<file path="src/rtl/data_serializer.sv">
// Frame serializer: captures STAGE parallel words on load and emits them one per
// handshake with start/done framing. Define DATA_SERIALIZER_REVERSE_EN to send the last word first.
module data_serializer #(
  parameter int STAGE  = 8,
  parameter int DWIDTH = 8
) (
  input  logic              clk,
  input  logic              rst,
  input  logic              load,
  input  logic [DWIDTH-1:0] data_d [0:STAGE-1],
  input  logic              out_ready,
  output logic              start,
  output logic [DWIDTH-1:0] data,
  output logic              out_valid,
  output logic              busy,
  output logic              done
);

  localparam int IW = (STAGE > 2) ? $clog2(STAGE) : 1;
  localparam logic [IW-1:0] LAST = IW'(STAGE - 1);

  typedef enum logic [1:0] {IDLE, START, SEND, DONE} state_t;

  state_t            state_q, state_d;
  logic [IW-1:0]     idx_q;
  logic [IW-1:0]     sel;
  logic [DWIDTH-1:0] frame_q [0:STAGE-1];
  logic              capture;
  logic              idx_inc;

  // The index always counts up; reverse order is a mapping onto the buffer.
`ifdef DATA_SERIALIZER_REVERSE_EN
  assign sel = LAST - idx_q;
`else
  assign sel = idx_q;
`endif

  always_ff @(posedge clk) begin
    if (rst) begin
      state_q <= IDLE;
      idx_q   <= '0;
      for (int i = 0; i < STAGE; i++) frame_q[i] <= '0;
    end else begin
      state_q <= state_d;
      if (capture) begin
        frame_q <= data_d;
        idx_q   <= '0;
      end else if (idx_inc) begin
        idx_q <= idx_q + 1'b1;
      end
    end
  end

  always_comb begin
    state_d   = state_q;
    start     = 1'b0;
    out_valid = 1'b0;
    busy      = 1'b0;
    done      = 1'b0;
    data      = '0;
    capture   = 1'b0;
    idx_inc   = 1'b0;
    case (state_q)
      IDLE: begin
        if (load) begin
          capture = 1'b1;
          state_d = START;
        end
      end
      START: begin
        start   = 1'b1;
        busy    = 1'b1;
        state_d = SEND;
      end
      SEND: begin
        busy      = 1'b1;
        out_valid = 1'b1;
        data      = frame_q[sel];
        // Last transfer leaves the index parked at LAST instead of wrapping.
        if (out_ready) begin
          if (idx_q == LAST) state_d = DONE;
          else               idx_inc = 1'b1;
        end
      end
      DONE: begin
        busy    = 1'b1;
        done    = 1'b1;
        state_d = IDLE;
      end
      default: state_d = IDLE;
    endcase
  end

endmodule
</file>
<file path="config.mk">
export PLATFORM = sky130hd
export DESIGN_NAME = data_serializer
export DESIGN_NICKNAME = d
export VERILOG_FILES = /design/src/rtl/data_serializer.sv
export SDC_FILE = /design/constraint.sdc
export NUM_CORES = 1
export LEC_CHECK = 0
export CORE_MARGIN = 3
export CORE_UTILIZATION = 27
export DETAILED_ROUTE_END_ITERATION = 16
export SKIP_CTS_REPAIR_TIMING = 1
export SLEW_MARGIN = 20
export SYNTH_ARGS = -nofsm -noshare
export SYNTH_HDL_FRONTEND = slang
export SYNTH_SLANG_ARGS = --single-unit
export TNS_END_PERCENT = 30
</file>
<file path="constraint.sdc">
create_clock -name clk -period 1.33 [get_ports clk]
set_input_delay 0.133 -clock clk [delete_from_list [all_inputs] [get_ports clk]]
set_output_delay 0.133 -clock clk [all_outputs]
set_load 0.01 [all_outputs]
</file>
==> impl_metrics.xml, run 1 <==
<?xml version="1.0" encoding="UTF-8"?>
<metrics>
  <group name="run_status">
    <metric name="run_status" unit="">complete, but fails checks</metric>
    <metric name="failed_checks" unit="">setup timing</metric>
  </group>
  <group name="clocking">
    <metric name="clock-root-buffer" unit="">sky130_fd_sc_hd__clkbuf_16</metric>
    <metric name="cts_inserted_buffers" unit="">9</metric>
    <metric name="clk_path_buf_depth" unit="">2</metric>
    <metric name="worst_skew_pair.late_latency" unit="ns">0.33</metric>
    <metric name="clkSlewWorstSetupHoldPaths" unit="ns">0.05</metric>
    <metric name="cts_max_level" unit="">3</metric>
    <metric name="clkSinkCount" unit="">69</metric>
    <metric name="cts_tree" unit="">built</metric>
  </group>
  <group name="timing">
    <metric name="setup-violations-final" unit="">74</metric>
    <metric name="grt_setup_unrepaired" unit="">yes</metric>
    <metric name="finalHoldViolations" unit="">0</metric>
    <metric name="slew_headroom" unit="%">73.8</metric>
    <metric name="period_share" unit="%">139</metric>
    <metric name="timing.clock.skew" unit="ns">0.00225</metric>
    <metric name="tightestPinTransition" unit="ns">0.393</metric>
    <metric name="maxClockFrequency" unit="GHz">0.541</metric>
    <metric name="finalHoldWorstSlack" unit="ns">0.305</metric>
    <metric name="period_minus_slack" unit="ns">1.85</metric>
    <metric name="finalWorstSetupSlack" unit="ns">-0.518</metric>
    <metric name="drv_slew" unit="">0</metric>
  </group>
  <group name="synthesis">
    <metric name="top_cell_type_by_total_area_after_synthesis" unit="">sky130_fd_sc_hd__dfxtp_1</metric>
    <metric name="synth.most_common_cell" unit="">sky130_fd_sc_hd__nand2_1</metric>
    <metric name="post_synth_xor_area_fraction" unit="%">0.287</metric>
    <metric name="synthesis.yosys.warnings" unit="">0</metric>
    <metric name="synth_area_per_cell" unit="um^2">8.49</metric>
    <metric name="synth_top_flop_cell" unit="">sky130_fd_sc_hd__dfxtp_1</metric>
    <metric name="synth_cell_type_count" unit="">25</metric>
    <metric name="post_synth_main_area_contributors" unit="">sky130_fd_sc_hd__dfxtp_1 (45%), sky130_fd_sc_hd__nand2_1 (16%), sky130_fd_sc_hd__a21oi_1 (11%)</metric>
    <metric name="largest_family_of_logic_cells_by_synthesized_area" unit="">simple AND/OR/NAND/NOR gates</metric>
    <metric name="mappedNetlistArea" unit="um^2">3050</metric>
    <metric name="synth.area.mux_share" unit="%">11.8</metric>
    <metric name="synth_async_sr_flop_share" unit="%">0</metric>
    <metric name="synth_compound_area_share" unit="%">16.0</metric>
    <metric name="synthDominantCellAreaShare" unit="%">45.3</metric>
    <metric name="synth.net_count" unit="">433</metric>
    <metric name="synth_commonest_cells" unit="">sky130_fd_sc_hd__nand2_1 (128), sky130_fd_sc_hd__dfxtp_1 (69), sky130_fd_sc_hd__a21oi_1 (66), sky130_fd_sc_hd__mux2i_1 (18), sky130_fd_sc_hd__clkbuf_1 (10)</metric>
    <metric name="postSynthRegisterBits" unit="">69</metric>
    <metric name="synth-edff-count" unit="">0</metric>
    <metric name="post_synth_and_or_nand_nor_area_fraction" unit="%">18.1</metric>
    <metric name="gate_count_after_technology_mapping" unit="">359</metric>
    <metric name="yosys.area_share.adder" unit="%">2.46</metric>
    <metric name="ys_seq_area_share" unit="%">45.3</metric>
  </group>
  <group name="pwr">
    <metric name="peakVddDrop" unit="V">0.00145</metric>
    <metric name="power.internal" unit="mW">5.50</metric>
    <metric name="switching_share" unit="%">32.8</metric>
    <metric name="total_power" unit="mW">8.19</metric>
    <metric name="power_density" unit="nW/um^2">1720</metric>
    <metric name="share_clk_of_total_power" unit="%">27.1</metric>
    <metric name="p_comb_share" unit="%">39.5</metric>
    <metric name="power.leakage" unit="nW">1.85</metric>
    <metric name="power_frac_seq" unit="%">33.4</metric>
    <metric name="power.switching" unit="mW">2.69</metric>
  </group>
  <group name="placed_design">
    <metric name="post-dp-hpwl" unit="um">6420</metric>
    <metric name="port_buffers" unit="">79</metric>
    <metric name="finalWeightedCongestion" unit="">0.800</metric>
    <metric name="placed_area" unit="um^2">4040</metric>
  </group>
  <group name="critical_path">
    <metric name="cp_data_required_time" unit="ns">1.20</metric>
    <metric name="timing.critical_path.slowest_cell_delay" unit="ns">0.49</metric>
    <metric name="criticalPathCategory" unit="">flop to output port</metric>
    <metric name="crit_path_end_kind" unit="">output port</metric>
    <metric name="crit_path_leading_delay_family" unit="">multiplexers</metric>
    <metric name="worst_path_max_delay_cell" unit="">sky130_fd_sc_hd__mux4_2</metric>
    <metric name="path_buf_inv" unit="">2</metric>
    <metric name="critPathArrivalTime" unit="ns">1.71</metric>
    <metric name="worst-path-max-fanout" unit="">5</metric>
    <metric name="worst_setup_path_start_kind" unit="">flop</metric>
    <metric name="crit_chain" unit="">buf_6 &gt; mux4_2 &gt; o211a_1 &gt; clkbuf_2</metric>
  </group>
  <group name="drt">
    <metric name="wirelength" unit="um">9590</metric>
    <metric name="post_drt_wl_per_cell" unit="um">16.1</metric>
    <metric name="detailedRoute.firstPassIterationCount" unit="">4</metric>
    <metric name="drt.antenna.violating_nets" unit="">0</metric>
    <metric name="dr.first_iter.drc_count" unit="">97</metric>
    <metric name="routed_via_density" unit="">4.80</metric>
    <metric name="remaining_routing_drc_violations" unit="">0</metric>
    <metric name="via_count" unit="">2850</metric>
  </group>
  <group name="floorplan">
    <metric name="coreArea" unit="um^2">10900</metric>
    <metric name="placementRows" unit="">38</metric>
    <metric name="die_area" unit="um^2">12600</metric>
    <metric name="floorplan.die.height" unit="um">112</metric>
    <metric name="die_w" unit="um">112</metric>
    <metric name="design.portCount" unit="">80</metric>
    <metric name="floorplan.initialDensity" unit="%">27.9</metric>
  </group>
  <group name="cells_and_area">
    <metric name="antenna-diode-count" unit="">0</metric>
    <metric name="final_area" unit="um^2">4750</metric>
    <metric name="fin_util" unit="%">43.4</metric>
    <metric name="nNetsFinal" unit="">524</metric>
    <metric name="area.growth.synth_to_final" unit="%">55.9</metric>
    <metric name="share_of_final_layout_standard_cells_stronger_than_drive_strength_1" unit="%">28.4</metric>
  </group>
  <group name="global_routing">
    <metric name="grt_first_pass_wirelength" unit="um">13900</metric>
    <metric name="global_route.usage.total" unit="%">14.2</metric>
    <metric name="maximum_number_of_pins_on_one_net_before_global_route_repair" unit="">70</metric>
    <metric name="number_of_global_route_vias_before_repair" unit="">2630</metric>
    <metric name="grt_antenna_before_repair" unit="">0</metric>
    <metric name="grt-ovfl-total" unit="">0</metric>
  </group>
  <group name="worst_hold_path">
    <metric name="holdCritPathClass" unit="">input pin to flop</metric>
  </group>
  <group name="job">
    <metric name="max_cap_viol_count" unit="">0</metric>
  </group>
</metrics>
-- worst register-to-register path: cells and delay by family (launching register included) --
| family | cells | cell delay [ns] |
|---|---|---|
| xor gates and xnor gates | 1 | 0.21 |
| adders and majority gates | 2 | 0.32 |
| buffers and inverters | 2 | 0.26 |
| DFF | 1 | 0.36 |
| and+or+nand+nor | 2 | 0.38 |
-- power by group through the flow --
stage	Sequential [mW]	Combinational (mW)	Clock, mW
after floorplan	2.65	1.49	0
after global placement	2.76	2.26	0
after detailed placement	2.77	2.31	0
after CTS	2.73	2.32	2.25
after global routing	2.76	3.51	2.36
final	2.74	3.23	2.22
-- kinds of logic after synthesis --
group                    count (synthesis)
adder cells (fa/ha/maj)                  6
flip-flops                              69
AO/OA/AOI/OAI                           84
XOR/XNOR                                 1
buffers and inverters                   33
AND/OR/NAND/NOR                        140
multiplexers                            26
-- worst paths after layout --
path                                                 end                      from  depth (start not counted)  slack [ns]
worst max-delay path                             data[3]     idx_q[0]$_SDFFE_PP0P_                          4       -0.52
worst min-delay path             frame_q[1]$_SDFFE_PP0P_                       rst                          3        0.30
worst max register to register     idx_q[0]$_SDFFE_PP0P_     idx_q[0]$_SDFFE_PP0P_                          7       -0.27
worst min register to register  frame_q[41]$_SDFFE_PP0P_  frame_q[41]$_SDFFE_PP0P_                          2        0.45
-- layer usage --
metal  share of wire, %  global-route usage [%]  vias up
met5                  0                       0        -
li1                   -                       -     1398
met1                 45                    18.3     1372
met3                4.6                    4.15       13
met4                1.8                    4.33        0
met2                 49                    22.9       67
-- sequential cells by signal, indices dropped and copies added, names as in the netlist --
name     flops
idx_q        3
state_q      2
frame_q     64
-- per-stage QoR --
step / setup TNS (ns) / worst slack, ns / instances
final: -7.73 / -0.518 / 594
after global routing: -12.89 / -0.565 / 594
after global placement: -11.77 / -0.578 / 564
after CTS: -20.47 / -0.983 / 579
after floorplan: -0.560 / -0.0277 / 359
after detailed placement: -14.71 / -0.622 / 564
-- cells in the final DEF (no fill, tap or decap), drive strengths merged --
| cell type | instances |
|---|---|
| xor2 | 1 |
| a21oi | 66 |
| nor2 | 1 |
| mux2i | 18 |
| a22oi | 8 |
| clkdlybuf4s50 | 66 |
| ha | 6 |
| nor3 | 4 |
| a21o | 1 |
| nand2 | 129 |
| and2 | 2 |
| and2b | 1 |
| nand2b | 1 |
| buf | 28 |
| dfxtp | 69 |
| clkbuf | 30 |
| clkinv | 2 |
| a21bo | 1 |
| inv | 2 |
| mux4 | 8 |
| o211a | 8 |
| nand3 | 1 |
| nand3b | 1 |
-- cell type report --
type	count	area, um^2
Inverter	3	16.3
Multi-Input combinational cell	257	1730
Fill cell	1074	6190
Timing Repair Buffer	110	1150
Clock buffer	14	274
Sequential cell	69	1390
Tap cell	140	175
Clock inverter	1	5.00
Note: power is estimated with default switching activity, not from simulation.
==> inputs of run 2 (changes only) <==
--- a/config.mk
+++ b/config.mk
@@ -5,6 +5,8 @@
 export SDC_FILE = /design/constraint.sdc
 export NUM_CORES = 1
 export LEC_CHECK = 0
+export ABC_AREA = 1
+export CORE_ASPECT_RATIO = 0.9
 export CORE_MARGIN = 3
 export CORE_UTILIZATION = 27
 export DETAILED_ROUTE_END_ITERATION = 16
==> run 2 against run 1 <==
Net effect:
- sequential cell count is the same
- hold slack gained 0.10 ns
- the flow still finishes with violations (setup timing)
- critical endpoint is now data[2]
- non-clock buffer count grew 57
- clock power grew 11%
- synthesized cell count grew 29%
- total power grew 26%
- utilization grew 4.2 points
- count of clock-buffer cells in the layout shrank 4
- clock skew grew 0.0011 ns
- maximum frequency grew 15%
- setup slack gained 0.25 ns
==> impl_metrics.xml, run 2 <==
<?xml version="1.0" encoding="UTF-8"?>
<metrics>
  <group name="synthesis">
    <metric name="synth.net_count" unit="">536</metric>
    <metric name="synth_top_flop_cell" unit="">sky130_fd_sc_hd__dfxtp_1</metric>
    <metric name="gate_count_after_technology_mapping" unit="">462</metric>
    <metric name="post_synth_main_area_contributors" unit="">sky130_fd_sc_hd__dfxtp_1 (42%), sky130_fd_sc_hd__a21oi_1 (11%), sky130_fd_sc_hd__nand2_1 (9.6%)</metric>
    <metric name="synthDominantCellAreaShare" unit="%">42.0</metric>
    <metric name="top_cell_type_by_total_area_after_synthesis" unit="">sky130_fd_sc_hd__dfxtp_1</metric>
    <metric name="synth_commonest_cells" unit="">sky130_fd_sc_hd__nand2_1 (84), sky130_fd_sc_hd__a21oi_1 (70), sky130_fd_sc_hd__dfxtp_1 (69), sky130_fd_sc_hd__inv_1 (68), sky130_fd_sc_hd__o21ai_0 (54)</metric>
    <metric name="synth-edff-count" unit="">0</metric>
    <metric name="synth_area_per_cell" unit="um^2">7.11</metric>
    <metric name="postSynthRegisterBits" unit="">69</metric>
    <metric name="synth.most_common_cell" unit="">sky130_fd_sc_hd__nand2_1</metric>
    <metric name="synth_async_sr_flop_share" unit="%">0</metric>
    <metric name="synthesis.yosys.warnings" unit="">0</metric>
    <metric name="mappedNetlistArea" unit="um^2">3290</metric>
    <metric name="synth_cell_type_count" unit="">18</metric>
    <metric name="ys_seq_area_share" unit="%">42.0</metric>
  </group>
  <group name="floorplan">
    <metric name="die_w" unit="um">122</metric>
    <metric name="die_area" unit="um^2">13500</metric>
    <metric name="design.portCount" unit="">80</metric>
    <metric name="coreArea" unit="um^2">11700</metric>
    <metric name="floorplan.initialDensity" unit="%">28.2</metric>
    <metric name="floorplan.die.height" unit="um">111</metric>
    <metric name="placementRows" unit="">37</metric>
  </group>
  <group name="global_routing">
    <metric name="grt-ovfl-total" unit="">0</metric>
    <metric name="maximum_number_of_pins_on_one_net_before_global_route_repair" unit="">50</metric>
    <metric name="global_route.usage.total" unit="%">14.4</metric>
    <metric name="grt_first_pass_wirelength" unit="um">15500</metric>
    <metric name="number_of_global_route_vias_before_repair" unit="">3245</metric>
    <metric name="grt_antenna_before_repair" unit="">0</metric>
  </group>
  <group name="drt">
    <metric name="routed_via_density" unit="">4.54</metric>
    <metric name="detailedRoute.firstPassIterationCount" unit="">4</metric>
    <metric name="drt.antenna.violating_nets" unit="">0</metric>
    <metric name="post_drt_wl_per_cell" unit="um">14.7</metric>
    <metric name="via_count" unit="">3489</metric>
    <metric name="remaining_routing_drc_violations" unit="">0</metric>
    <metric name="dr.first_iter.drc_count" unit="">201</metric>
    <metric name="wirelength" unit="um">11300</metric>
  </group>
  <group name="clocking">
    <metric name="cts_max_level" unit="">3</metric>
    <metric name="clkSinkCount" unit="">69</metric>
    <metric name="cts_tree" unit="">built</metric>
    <metric name="clock-root-buffer" unit="">sky130_fd_sc_hd__clkbuf_16</metric>
    <metric name="worst_skew_pair.late_latency" unit="ns">0.33</metric>
    <metric name="cts_inserted_buffers" unit="">9</metric>
    <metric name="clkSlewWorstSetupHoldPaths" unit="ns">0.06</metric>
    <metric name="clk_path_buf_depth" unit="">2</metric>
  </group>
  <group name="critical_path">
    <metric name="crit_path_end_kind" unit="">output port</metric>
    <metric name="path_buf_inv" unit="">2</metric>
    <metric name="criticalPathCategory" unit="">flop to output port</metric>
    <metric name="crit_chain" unit="">buf_12 &gt; nand2_1 &gt; nand3_1 &gt; nand2_1 &gt; nor2_1 &gt; nor2_1 &gt; dlymetal6s2s_1</metric>
    <metric name="worst-path-max-fanout" unit="">21</metric>
    <metric name="worst_path_max_delay_cell" unit="">sky130_fd_sc_hd__dfxtp_4</metric>
    <metric name="timing.critical_path.slowest_cell_delay" unit="ns">0.41</metric>
    <metric name="critPathArrivalTime" unit="ns">1.47</metric>
    <metric name="cp_data_required_time" unit="ns">1.20</metric>
    <metric name="crit_path_leading_delay_family" unit="">flip-flops</metric>
    <metric name="worst_setup_path_start_kind" unit="">flop</metric>
  </group>
  <group name="run_status">
    <metric name="run_status" unit="">complete, but fails checks</metric>
    <metric name="failed_checks" unit="">setup timing</metric>
  </group>
  <group name="cells_and_area">
    <metric name="antenna-diode-count" unit="">0</metric>
    <metric name="largest_register_ffs" unit="">64</metric>
    <metric name="most-common-layout-cells" unit="">sky130_fd_sc_hd__nand2_1 (80), sky130_fd_sc_hd__clkdlybuf4s50_1 (67), sky130_fd_sc_hd__inv_1 (65)</metric>
    <metric name="nNetsFinal" unit="">681</metric>
    <metric name="area.growth.synth_to_final" unit="%">69.1</metric>
    <metric name="max_flop_register" unit="">frame_q</metric>
    <metric name="final_cells" unit="">768</metric>
    <metric name="top_regs" unit="">frame_q x64, idx_q x3, state_q x2</metric>
    <metric name="mostFrequentLayoutCell" unit="">sky130_fd_sc_hd__nand2_1</metric>
    <metric name="share_of_final_layout_standard_cells_stronger_than_drive_strength_1" unit="%">31.5</metric>
  </group>
  <group name="placed_design">
    <metric name="placed_cells_incl_taps" unit="">734</metric>
    <metric name="port_buffers" unit="">79</metric>
    <metric name="finalWeightedCongestion" unit="">0.843</metric>
    <metric name="post-dp-hpwl" unit="um">7440</metric>
  </group>
  <group name="pwr">
    <metric name="power.leakage" unit="nW">2.37</metric>
    <metric name="power_density" unit="nW/um^2">1860</metric>
    <metric name="peakVddDrop" unit="V">0.000922</metric>
    <metric name="total_power" unit="mW">10.4</metric>
  </group>
  <group name="timing">
    <metric name="finalHoldViolations" unit="">0</metric>
    <metric name="maxClockFrequency" unit="GHz">0.624</metric>
    <metric name="period_share" unit="%">120</metric>
    <metric name="period_minus_slack" unit="ns">1.60</metric>
    <metric name="setup-violations-final" unit="">72</metric>
    <metric name="timing.clock.skew" unit="ns">0.00339</metric>
    <metric name="tightestPinTransition" unit="ns">0.483</metric>
    <metric name="grt_setup_unrepaired" unit="">yes</metric>
    <metric name="finalWorstSetupSlack" unit="ns">-0.271</metric>
    <metric name="drv_slew" unit="">0</metric>
    <metric name="slew_headroom" unit="%">67.7</metric>
  </group>
  <group name="job">
    <metric name="max_cap_viol_count" unit="">0</metric>
  </group>
  <group name="worst_hold_path">
    <metric name="holdCritPathClass" unit="">input pin to flop</metric>
  </group>
</metrics>
[run 2: logic make-up (layout without fill, tap and decap cells)]
| logic type | after synthesis | after routing | synth area share, % |
|---|---|---|---|
| buffers and inverters | 105 | 254 | 16.4 |
| adders and majority gates | 6 | 6 | 2.28 |
| AOI/OAI and AO/OA | 138 | 138 | 21.0 |
| DFF | 69 | 69 | 42.0 |
| and+or+nand+nor | 144 | 145 | 18.3 |
[run 2: cell type report]
| class | instances | area (um^2) |
|---|---|---|
| clock inverters | 6 | 68.8 |
| fillers | 1172 | 6110 |
| flip-flops and latches | 69 | 1390 |
| well taps | 156 | 195 |
| multi-input cells | 289 | 1690 |
| repair buffers | 167 | 1700 |
| clock buffers | 10 | 239 |
| inverters | 71 | 279 |
[run 2: worst reg2reg max path: stages (launching register included)]
cell                      delay, ns
sky130_fd_sc_hd__dfxtp_2       0.33
sky130_fd_sc_hd__inv_2         0.08
sky130_fd_sc_hd__buf_6         0.11
sky130_fd_sc_hd__ha_4          0.22
sky130_fd_sc_hd__nand2_8       0.13
sky130_fd_sc_hd__buf_12        0.20
sky130_fd_sc_hd__o21ai_0       0.25
sky130_fd_sc_hd__a21oi_1       0.08
[run 2: worst paths after layout]
| kind | start | slack [ns] | cells after the start | end |
|---|---|---|---|---|
| worst min register to register | frame_q[39]$_SDFFE_PP0P_ | 0.47 | 2 | frame_q[39]$_SDFFE_PP0P_ |
| worst max-delay path | idx_q[0]$_SDFFE_PP0P_ | -0.27 | 7 | data[2] |
| worst min-delay path | data_d[29] | 0.41 | 3 | frame_q[29]$_SDFFE_PP0P_ |
| worst max register to register | state_q[0]$_SDFFE_PP0P_ | -0.18 | 7 | frame_q[60]$_SDFFE_PP0P_ |
[run 2: stage by stage]
step	setup WS, ns	hold WS, ns	TNS (ns)	instance area (um^2)	utilization, %
after global placement	-0.484	0.448	-9.09	4610	39.5
after detailed placement	-0.516	0.454	-11.69	4610	39.5
after floorplan	0.0887	0.202	0	3290	-
after CTS	-0.878	0.393	-16.87	4910	42.1
final	-0.271	0.405	-5.73	5560	47.6
after global routing	-0.361	0.420	-10.20	5560	47.6
[run 2: per-layer routing]
layer  global-route usage, %  part of all wire [%]
met4                    4.55                   1.4
met5                       0                     0
met1                    19.7                    46
met3                    3.78                   4.7
met2                    22.1                    48
[run 2: power breakdown]
part,total (mW),switching (mW),internal (mW)
logic,5.03,2.49,2.54
clock network,2.46,0.945,1.51
registers,2.86,0.186,2.68
==> inputs of run 3 (changes only) <==
--- a/config.mk
+++ b/config.mk
@@ -6,10 +6,13 @@
 export NUM_CORES = 1
 export LEC_CHECK = 0
 export ABC_AREA = 1
+export CELL_PAD_IN_SITES_DETAIL_PLACEMENT = 1
+export CELL_PAD_IN_SITES_GLOBAL_PLACEMENT = 2
 export CORE_ASPECT_RATIO = 0.9
 export CORE_MARGIN = 3
-export CORE_UTILIZATION = 27
+export CORE_UTILIZATION = 24
 export DETAILED_ROUTE_END_ITERATION = 16
+export PLACE_DENSITY = 0.75
 export SKIP_CTS_REPAIR_TIMING = 1
 export SLEW_MARGIN = 20
 export SYNTH_ARGS = -nofsm -noshare
==> run 3 against run 2 <==
Net effect:
- the flow still finishes with violations (setup timing)
- count of clock-buffer cells in the layout up 4
- critical path depth unchanged
- combinational power up 5.2%
- total power up 0.73%
- highest routed layer unchanged
==> impl_metrics.xml, run 3 (synthesized netlist as in run 2, its figures left out) <==
<?xml version="1.0" encoding="UTF-8"?>
<metrics>
  <group name="cells_and_area">
    <metric name="antenna-diode-count" unit="">0</metric>
    <metric name="layout.area.seq" unit="um^2">1390</metric>
    <metric name="fill_cell_count" unit="">1525</metric>
    <metric name="area.growth.synth_to_final" unit="%">70.4</metric>
    <metric name="share_of_final_layout_standard_cells_stronger_than_drive_strength_1" unit="%">32.0</metric>
    <metric name="mostFrequentLayoutCell" unit="">sky130_fd_sc_hd__nand2_1</metric>
    <metric name="top_regs" unit="">frame_q x64, idx_q x3, state_q x2</metric>
    <metric name="max_flop_register" unit="">frame_q</metric>
    <metric name="final_cells" unit="">771</metric>
    <metric name="fin_util" unit="%">43.0</metric>
    <metric name="nNetsFinal" unit="">677</metric>
    <metric name="final_area" unit="um^2">5600</metric>
    <metric name="most-common-layout-cells" unit="">sky130_fd_sc_hd__nand2_1 (77), sky130_fd_sc_hd__clkdlybuf4s50_1 (67), sky130_fd_sc_hd__inv_1 (65), sky130_fd_sc_hd__dfxtp_1 (65), sky130_fd_sc_hd__a21oi_1 (56)</metric>
    <metric name="footprint_of_the_multi_input_gates" unit="um^2">1740</metric>
    <metric name="largest_register_ffs" unit="">64</metric>
  </group>
  <group name="critical_path">
    <metric name="critical_path.reg2reg.endpoint" unit="">frame_q[55]$_SDFFE_PP0P_</metric>
    <metric name="worst_setup_path_start_kind" unit="">flop</metric>
    <metric name="worst_path_max_delay_cell" unit="">sky130_fd_sc_hd__dfxtp_4</metric>
    <metric name="worstRegToRegCells" unit="">7</metric>
    <metric name="timing.critical_path.slowest_cell_delay" unit="ns">0.38</metric>
    <metric name="criticalPathCategory" unit="">flop to output port</metric>
    <metric name="worst-path-max-fanout" unit="">17</metric>
    <metric name="crit_path_end_kind" unit="">output port</metric>
    <metric name="ff2ff_setup_slack" unit="ns">-0.26</metric>
    <metric name="startpoint_of_the_lowest_slack_register_to_register_path" unit="">state_q[1]$_SDFFE_PP0P_</metric>
    <metric name="worst_setup_path_startpoint" unit="">idx_q[0]$_SDFFE_PP0P_</metric>
    <metric name="crit_chain" unit="">buf_12 &gt; nand2_1 &gt; nand3_1 &gt; nand3_1 &gt; nand2_1 &gt; nor2_2 &gt; clkbuf_2</metric>
    <metric name="cp_data_required_time" unit="ns">1.20</metric>
    <metric name="critPathArrivalTime" unit="ns">1.49</metric>
  </group>
  <group name="pwr">
    <metric name="power_frac_seq" unit="%">27.6</metric>
    <metric name="p_comb_share" unit="%">50.8</metric>
    <metric name="power_density" unit="nW/um^2">1860</metric>
    <metric name="power.switching" unit="mW">3.77</metric>
    <metric name="peakVddDrop" unit="V">0.00102</metric>
    <metric name="power.leakage" unit="nW">2.33</metric>
    <metric name="switching_share" unit="%">36.2</metric>
    <metric name="power.internal" unit="mW">6.66</metric>
    <metric name="share_clk_of_total_power" unit="%">21.6</metric>
  </group>
  <group name="clocking">
    <metric name="clkSlewWorstSetupHoldPaths" unit="ns">0.06</metric>
    <metric name="clkSinkCount" unit="">69</metric>
    <metric name="cts_tree" unit="">built</metric>
    <metric name="cts_inserted_buffers" unit="">9</metric>
    <metric name="cts_max_level" unit="">3</metric>
    <metric name="clk_path_buf_depth" unit="">2</metric>
    <metric name="worst_skew_pair.late_latency" unit="ns">0.33</metric>
    <metric name="clock-root-buffer" unit="">sky130_fd_sc_hd__clkbuf_16</metric>
  </group>
  <group name="run_status">
    <metric name="run_status" unit="">complete, but fails checks</metric>
    <metric name="failed_checks" unit="">setup timing</metric>
  </group>
  <group name="floorplan">
    <metric name="die_area" unit="um^2">15100</metric>
    <metric name="design.portCount" unit="">80</metric>
    <metric name="coreArea" unit="um^2">13000</metric>
    <metric name="die_w" unit="um">129</metric>
    <metric name="floorplan.die.height" unit="um">117</metric>
    <metric name="placementRows" unit="">39</metric>
    <metric name="floorplan.initialDensity" unit="%">25.2</metric>
  </group>
  <group name="timing">
    <metric name="timing.clock.skew" unit="ns">0.00478</metric>
    <metric name="period_share" unit="%">122</metric>
    <metric name="setup-violations-final" unit="">79</metric>
    <metric name="slew_headroom" unit="%">71.2</metric>
    <metric name="drv_slew" unit="">0</metric>
    <metric name="maxClockFrequency" unit="GHz">0.616</metric>
    <metric name="grt_setup_unrepaired" unit="">yes</metric>
    <metric name="finalWorstSetupSlack" unit="ns">-0.292</metric>
    <metric name="tightestPinTransition" unit="ns">0.430</metric>
    <metric name="finalHoldViolations" unit="">0</metric>
    <metric name="period_minus_slack" unit="ns">1.62</metric>
  </group>
  <group name="drt">
    <metric name="wl_met1" unit="um">6550</metric>
    <metric name="wirelength" unit="um">13300</metric>
    <metric name="dr.first_iter.drc_count" unit="">191</metric>
    <metric name="detailedRoute.firstPassIterationCount" unit="">5</metric>
    <metric name="post_drt_wl_per_cell" unit="um">17.3</metric>
    <metric name="drt.antenna.violating_nets" unit="">0</metric>
    <metric name="remaining_routing_drc_violations" unit="">0</metric>
    <metric name="routed_via_density" unit="">4.69</metric>
    <metric name="via_count" unit="">3613</metric>
    <metric name="highest-signal-layer" unit="">met4</metric>
    <metric name="met2WireLength" unit="um">6050</metric>
    <metric name="wire_length_on_met3" unit="um">565</metric>
  </group>
  <group name="worst_hold_path">
    <metric name="hold_path.startpoint" unit="">data_d[30]</metric>
    <metric name="hold-path-endpoint" unit="">frame_q[30]$_SDFFE_PP0P_</metric>
    <metric name="holdCritPathClass" unit="">input pin to flop</metric>
    <metric name="whs_path_depth" unit="">3</metric>
  </group>
  <group name="global_routing">
    <metric name="grt-ovfl-total" unit="">0</metric>
    <metric name="global_route.usage.total" unit="%">14.4</metric>
    <metric name="grt_antenna_before_repair" unit="">0</metric>
    <metric name="grt_first_pass_wirelength" unit="um">17100</metric>
    <metric name="maximum_number_of_pins_on_one_net_before_global_route_repair" unit="">61</metric>
    <metric name="number_of_global_route_vias_before_repair" unit="">3425</metric>
  </group>
  <group name="placed_design">
    <metric name="port_buffers" unit="">79</metric>
    <metric name="finalWeightedCongestion" unit="">0.823</metric>
    <metric name="placed_cells_incl_taps" unit="">735</metric>
    <metric name="placed_area" unit="um^2">4600</metric>
    <metric name="post-dp-hpwl" unit="um">8030</metric>
  </group>
  <group name="job">
    <metric name="max_cap_viol_count" unit="">0</metric>
  </group>
</metrics>
run 3: changes by cell type in the layout (fill, tap and decap cells not counted), sizes merged:
cell	before	now
clkinvlp	1	0
bufinv	1	0
clkinv	2	1
dlymetal6s2s	2	0
buf	89	84
inv	73	71
clkbuf	19	26
run 3: worst max path at each step:
stage / slack (ns) / cells after the start / end
final: -0.29 / 7 / data[1]
after global placement: -0.45 / 7 / data[2]
after floorplan: 0.09 / 6 / frame_q[0]$_SDFFE_PP0P_
after global routing: -0.38 / 7 / data[1]
after CTS: -0.85 / 7 / data[5]
after detailed placement: -0.48 / 7 / data[5]
run 3: worst max-delay path, delay by kind of cell (launching register included):
family,cells,cell delay [ns]
and+or+nand+nor,5,0.48
DFF,1,0.38
buffers and inverters,2,0.30
run 3: routing by layer:
layer / vias to the layer above / GRT usage [%]
met3: 15 / 3.36
met2: 83 / 22.9
met4: 0 / 4.48
li1: 1767 / -
met5: - / 0
met1: 1748 / 19.6
run 3: layout make-up:
type,instances,area share (%)
flip-flops and latches,69,24.8
repair buffers,163,30.4
multi-input cells,289,31.1
clock inverters,1,0.0894
clock buffers,14,4.89
well taps,164,3.66
inverters,71,4.98
run 3: power by group through the flow:
stage               sequential (mW)  clock [mW]  combinational (mW)
CTS                            2.85        2.29                3.63
finish                         2.88        2.25                5.29
global route                   2.94        2.39                5.74
detailed placement             2.89           0                3.59
global placement               2.86           0                3.50
floorplan                      2.83           0                2.03
run 3: stage by stage:
stage / setup WS, ns / hold WS, ns / power, mW / TNS, ns
final: -0.292 / 0.408 / 10.4 / -11.97
after global routing: -0.379 / 0.434 / 11.1 / -16.16
after CTS: -0.854 / 0.406 / 8.77 / -19.46
after detailed placement: -0.479 / 0.454 / 6.49 / -13.75
after global placement: -0.451 / 0.439 / 6.36 / -9.77
after floorplan: 0.0887 / 0.202 / 4.87 / 0
